[config.mk]
export PLATFORM = sky130hd
export DESIGN_NAME = alu_arbiter
export DESIGN_NICKNAME = d
export VERILOG_FILES = /design/src/rtl/alu_arbiter.sv
export SDC_FILE = /design/constraint.sdc
export NUM_CORES = 1
export LEC_CHECK = 0
export CORE_ASPECT_RATIO = 0.7
export CORE_MARGIN = 2
export CORE_UTILIZATION = 35
export DETAILED_ROUTE_END_ITERATION = 10
export GPL_ROUTABILITY_DRIVEN = 0
export GPL_TIMING_DRIVEN = 0
export PLACE_DENSITY = 0.79
export SYNTH_ARGS = -nofsm -noshare
export SYNTH_HDL_FRONTEND = slang
export SYNTH_SLANG_ARGS = --single-unit
[constraint.sdc]
create_clock -name clk -period 2.78 [get_ports clk]
set_clock_uncertainty 0.1 [all_clocks]
set_input_delay 0.417 -clock clk [delete_from_list [all_inputs] [get_ports clk]]
set_output_delay 0.417 -clock clk [all_outputs]
set_load 0.02 [all_outputs]
[src/rtl/alu_arbiter.sv]
// alu_arbiter: two requesters share one external single-cycle combinational ALU (IDLE -> EXEC -> RESP).
// Define ALU_ARB_FIXED_PRIO_EN for fixed priority (requester 0 wins ties); default is round-robin.
module alu_arbiter (
   input  logic        clk,
   input  logic        rst,
   input  logic        req_valid_0,
   output logic        req_ready_0,
   input  logic [31:0] req_a_0,
   input  logic [31:0] req_b_0,
   input  logic [3:0]  req_sel_0,
   output logic        rsp_valid_0,
   input  logic        rsp_ready_0,
   input  logic        req_valid_1,
   output logic        req_ready_1,
   input  logic [31:0] req_a_1,
   input  logic [31:0] req_b_1,
   input  logic [3:0]  req_sel_1,
   output logic        rsp_valid_1,
   input  logic        rsp_ready_1,
   output logic [31:0] rsp_y,
   output logic        rsp_zero,
   output logic [31:0] alu_a,
   output logic [31:0] alu_b,
   output logic [3:0]  alu_sel,
   input  logic [31:0] alu_y,
   input  logic        alu_zero
);

   typedef enum logic [1:0] {
      IDLE = 2'd0,
      EXEC = 2'd1,
      RESP = 2'd2
   } state_e;

   state_e      state_q, state_d;
   logic [31:0] opA_q, opA_d;
   logic [31:0] opB_q, opB_d;
   logic [3:0]  opSel_q, opSel_d;
   logic        grant_q, grant_d;
   logic [31:0] rspY_q, rspY_d;
   logic        rspZero_q, rspZero_d;

   logic anyValid;
   logic grantIdx;
   logic accept;
   logic grantRspReady;

   assign anyValid      = req_valid_0 | req_valid_1;
   assign accept        = (state_q == IDLE) && anyValid && !rst;
   assign grantRspReady = grant_q ? rsp_ready_1 : rsp_ready_0;

`ifdef ALU_ARB_FIXED_PRIO_EN
   assign grantIdx = !req_valid_0;
`else
   // ptr_q names the requester that wins the next tie, i.e. the one not granted last
   logic ptr_q, ptr_d;

   assign grantIdx = (req_valid_0 && req_valid_1) ? ptr_q : req_valid_1;

   always_comb begin
      ptr_d = ptr_q;
      if (accept) begin
         ptr_d = ~grantIdx;
      end
   end

   always_ff @(posedge clk) begin
      if (rst) begin
         ptr_q <= 1'b0;
      end else begin
         ptr_q <= ptr_d;
      end
   end
`endif

   always_ff @(posedge clk) begin
      if (rst) begin
         state_q <= IDLE;
      end else begin
         state_q <= state_d;
      end
   end

   always_comb begin
      state_d = state_q;
      case (state_q)
         IDLE: begin
            if (anyValid) begin
               state_d = EXEC;
            end
         end
         EXEC: begin
            state_d = RESP;
         end
         RESP: begin
            if (grantRspReady) begin
               state_d = IDLE;
            end
         end
         default: begin
            state_d = IDLE;
         end
      endcase
   end

   always_comb begin
      req_ready_0 = 1'b0;
      req_ready_1 = 1'b0;
      rsp_valid_0 = 1'b0;
      rsp_valid_1 = 1'b0;
      if (accept) begin
         req_ready_0 = !grantIdx;
         req_ready_1 = grantIdx;
      end
      if (state_q == RESP) begin
         rsp_valid_0 = !grant_q;
         rsp_valid_1 = grant_q;
      end
   end

   // Operands are captured at accept so the ALU only ever sees registered values
   always_comb begin
      opA_d     = opA_q;
      opB_d     = opB_q;
      opSel_d   = opSel_q;
      grant_d   = grant_q;
      rspY_d    = rspY_q;
      rspZero_d = rspZero_q;
      if (accept) begin
         grant_d = grantIdx;
         opA_d   = grantIdx ? req_a_1   : req_a_0;
         opB_d   = grantIdx ? req_b_1   : req_b_0;
         opSel_d = grantIdx ? req_sel_1 : req_sel_0;
      end
      if (state_q == EXEC) begin
         rspY_d    = alu_y;
         rspZero_d = alu_zero;
      end
   end

   always_ff @(posedge clk) begin
      if (rst) begin
         opA_q     <= 32'd0;
         opB_q     <= 32'd0;
         opSel_q   <= 4'd0;
         grant_q   <= 1'b0;
         rspY_q    <= 32'd0;
         rspZero_q <= 1'b0;
      end else begin
         opA_q     <= opA_d;
         opB_q     <= opB_d;
         opSel_q   <= opSel_d;
         grant_q   <= grant_d;
         rspY_q    <= rspY_d;
         rspZero_q <= rspZero_d;
      end
   end

   assign alu_a    = opA_q;
   assign alu_b    = opB_q;
   assign alu_sel  = opSel_q;
   assign rsp_y    = rspY_q;
   assign rsp_zero = rspZero_q;

endmodule

==> results.py <==
metrics = {
    "status": {
        "status": "finished clean",
    },
    "route": {
        "detail-route-antenna-nets": 0,
        "vias_per_cell": 5.20,
        "drc": 0,
        "first_pass_iters": 4,
        "wl_um": 15900,
        "drtIter0Drc": 268,
        "wire_per_inst_um": 17.5,
        "dr_total_vias": 4708,
    },
    "synth": {
        "yosysUniqueCellTypes": 27,
        "synth_top_area_share_pct": 50.8,
        "synth_top_family_by_area": "compound AO/OA/AOI/OAI gates",
        "synth_compound_gate_area_share_pct": 21.7,
        "synth_fa_ha_area_share_pct": 0,
        "seq_area_frac_synth_pct": 50.8,
        "synthMuxAreaShare_pct": 0.242,
        "syn_nets": 626,
        "synth_simple_gate_area_share_pct": 21.2,
        "synthXorXnorAreaFrac_pct": 0,
        "yosysWarningCount": 0,
        "synthTopCellsByArea": "dfxtp_1, a221o_1, and3_1, nand2_1, a21oi_1",
        "ys_ff_latch": 105,
        "synth_cells": 451,
        "yosysTopAreaCell": "dfxtp_1",
        "avgSynthCellArea_um2": 9.18,
        "syn_area_um2": 4140,
    },
    "floorplanning": {
        "die_h_um": 95.0,
        "initial_core_util_pct": 35.7,
        "num_io_pins": 280,
        "placeableCoreArea_um2": 11600,
        "dieArea_um2": 12700,
        "rows": 33,
        "die_w_um": 134,
    },
    "worst_setup_path": {
        "worstPathRequired_ps": 2260,
        "cp-start-kind": "primary input",
        "crit_arrival_ps": 1990,
        "startpoint": "rst",
        "critical_path_class": "in -> out",
        "reg2reg_depth": 5,
        "r2r-end": "alu_a[7]",
        "r2r_slack_ps": 1000,
        "crit_end": "req_ready_1",
        "end_kind": "output port",
        "r2r_start": "state_q[1]",
        "cp_max_fo": 10,
    },
    "sta": {
        "max_freq_mhz": 398,
        "post-route-period-util_pct": 90.4,
        "slew_viol_final": 0,
        "grt_setup_unrepaired": "false",
        "tightest_slew_ps": 565,
        "min_period_ps": 2510,
        "slew_headroom_pct": 62.4,
        "hold_viol_final": 0,
        "finalSetupViolations": 0,
    },
    "clocking": {
        "path_clk_slew_ps": 70,
        "clockBufferDepth": 2,
        "cts_tree": "yes",
        "cts_num_sinks": 105,
        "h-tree-depth": 3,
        "clock_latency_ps": 340,
        "root_buffer": "clkbuf_16",
        "cts_buffers": 9,
    },
    "finish": {
        "finalNetCount": 918,
        "regArea_um2": 2100,
        "n_antenna_cell": 0,
        "multi_input_area_um2": 1800,
        "syn2layout_area_growth_pct": 79.8,
        "fin_area_um2": 7450,
        "nFillCells": 918,
        "drive_gt1_share_pct": 5.48,
        "fin_util_pct": 64.2,
    },
    "power_and_ir_drop": {
        "p_per_area_nw_per_um2": 544,
        "max-vdd-ir-drop_uv": 297,
        "p_leak_uw": 0.00289,
    },
    "worst_hold_path": {
        "hold_class": "reg -> reg",
    },
    "placement": {
        "io_buffers": 279,
        "hpwl_um": 12000,
        "dpl_cell_area_um2": 7130,
    },
    "global_routing": {
        "grt_max_degree": 20,
        "grt_first_pass_wirelength_um": 23900,
        "antenna_found_initial": 0,
        "first_global_vias": 4525,
        "grt_overflow": 0,
        "grt_use_total_pct": 24.0,
    },
    "job": {
        "cap_violations": 0,
    },
}
[registers in the layout, summed over array words and instances (netlist names)]
| name | flops |
|---|---|
| alu_a | 32 |
| alu_sel | 4 |
| rsp_zero | 1 |
| rsp_y | 32 |
| alu_b | 32 |
| state_q | 2 |
| grant_q | 1 |
| ptr_q | 1 |
[power by group]
part	internal, µW	switching (µW)
sequential	1640	79.7
clock	624	606
combinational	586	515
[worst min-delay path by stage]
stage                     startpoint        end  slack (ps)  depth (start not counted)
after floorplan                ptr_q      ptr_q         390                          2
after global placement     rsp_y[31]  rsp_y[31]         340                          2
after detailed placement   rsp_y[16]  rsp_y[16]         350                          2
after CTS                  rsp_y[16]  rsp_y[16]         360                          2
after global routing       rsp_y[19]  rsp_y[19]         380                          2
final                      rsp_y[16]  rsp_y[16]         360                          2
[synth_stat cells]
cell      instances
a21boi_1          1
a21oi_1          37
a221o_1          48
a31oi_1          20
and2_1            1
and3_1           49
and3b_1           1
buf_1             4
buf_2            14
buf_4             1
buf_6             6
clkbuf_1         24
dfxtp_1         105
mux2i_1           1
nand2_1          66
nand2b_1          2
nand3_1          20
nand3b_1          1
nand4_1          20
nor2_1            2
nor2b_1           1
nor3_1            3
nor3_4            1
nor3b_1           1
o21ai_0          11
o21ai_1           9
or2_1             2
[per-layer routing]
layer | track usage, % | part of all wire (%) | routed length [µm]
met5 | 0 | 0 | 0
met4 | 7.80 | 1.9 | 298
met3 | 7.41 | 8.5 | 1350
met2 | 39.3 | 46 | 7350
met1 | 30.4 | 43 | 6860
[kinds of logic (layout without fill, tap and decap cells)]
kind of cell,count (synthesis),in the layout
and+or+nand+nor,170,170
AOI/OAI and AO/OA,126,126
DFF,105,105
buffers and inverters,49,346
muxes,1,1
[layout by cell type (no fill, tap or decap), drive strengths merged]
cell,instances
nor3,4
a221o,48
and3b,1
clkinv,2
nand2b,2
nor3b,1
and3,49
nor2b,1
or2,2
a21oi,37
nor2,2
clkinvlp,1
mux2i,1
a21boi,1
dfxtp,105
nand4,20
a31oi,20
nand2,66
dlymetal6s2s,1
and2,1
clkbuf,34
clkdlybuf4s50,277
buf,26
o21ai,20
dlygate4sd2,1
nand3,20
nand3b,1
inv,4
[final cells by class]
type	instances	share of cell area (%)
clock inverter	7	0.790
clock buffer	9	3.02
multi-input combinational	297	24.2
buffer	49	3.43
timing repair buffer	281	37.7
tap	157	2.64
sequential	105	28.2
[metrics by stage]
step           setup TNS, ps  hold slack, ps  instances  power, µW  setup slack (ps)
2_1_floorplan              0             391        451       2220              1120
3_3_place_gp            -613             342        887       2820              -419
3_5_place_dp            -583             348        887       2840              -385
4_1_cts                    0             358        905       4080              20.3
5_1_grt                    0             378        905       4230               172
6_report                   0             355        905       4050               268
[what timing repair did]
action                     in CTS  in global routing
buffers inserted                2                  0
pin swaps                       2                  0
hold buffers                    0                  0
gates resized for setup         4                  2
gates cloned                    0                  0
setup endpoints to repair       2                  1
[critical path, stage by stage]
cell and delay [ps]:
clkdlybuf4s50_1 520, nor3_4 220, and3_1 190, buf_6 140, buf_6 150, dlygate4sd2_1 340
Power figures use the tool's default switching activity.
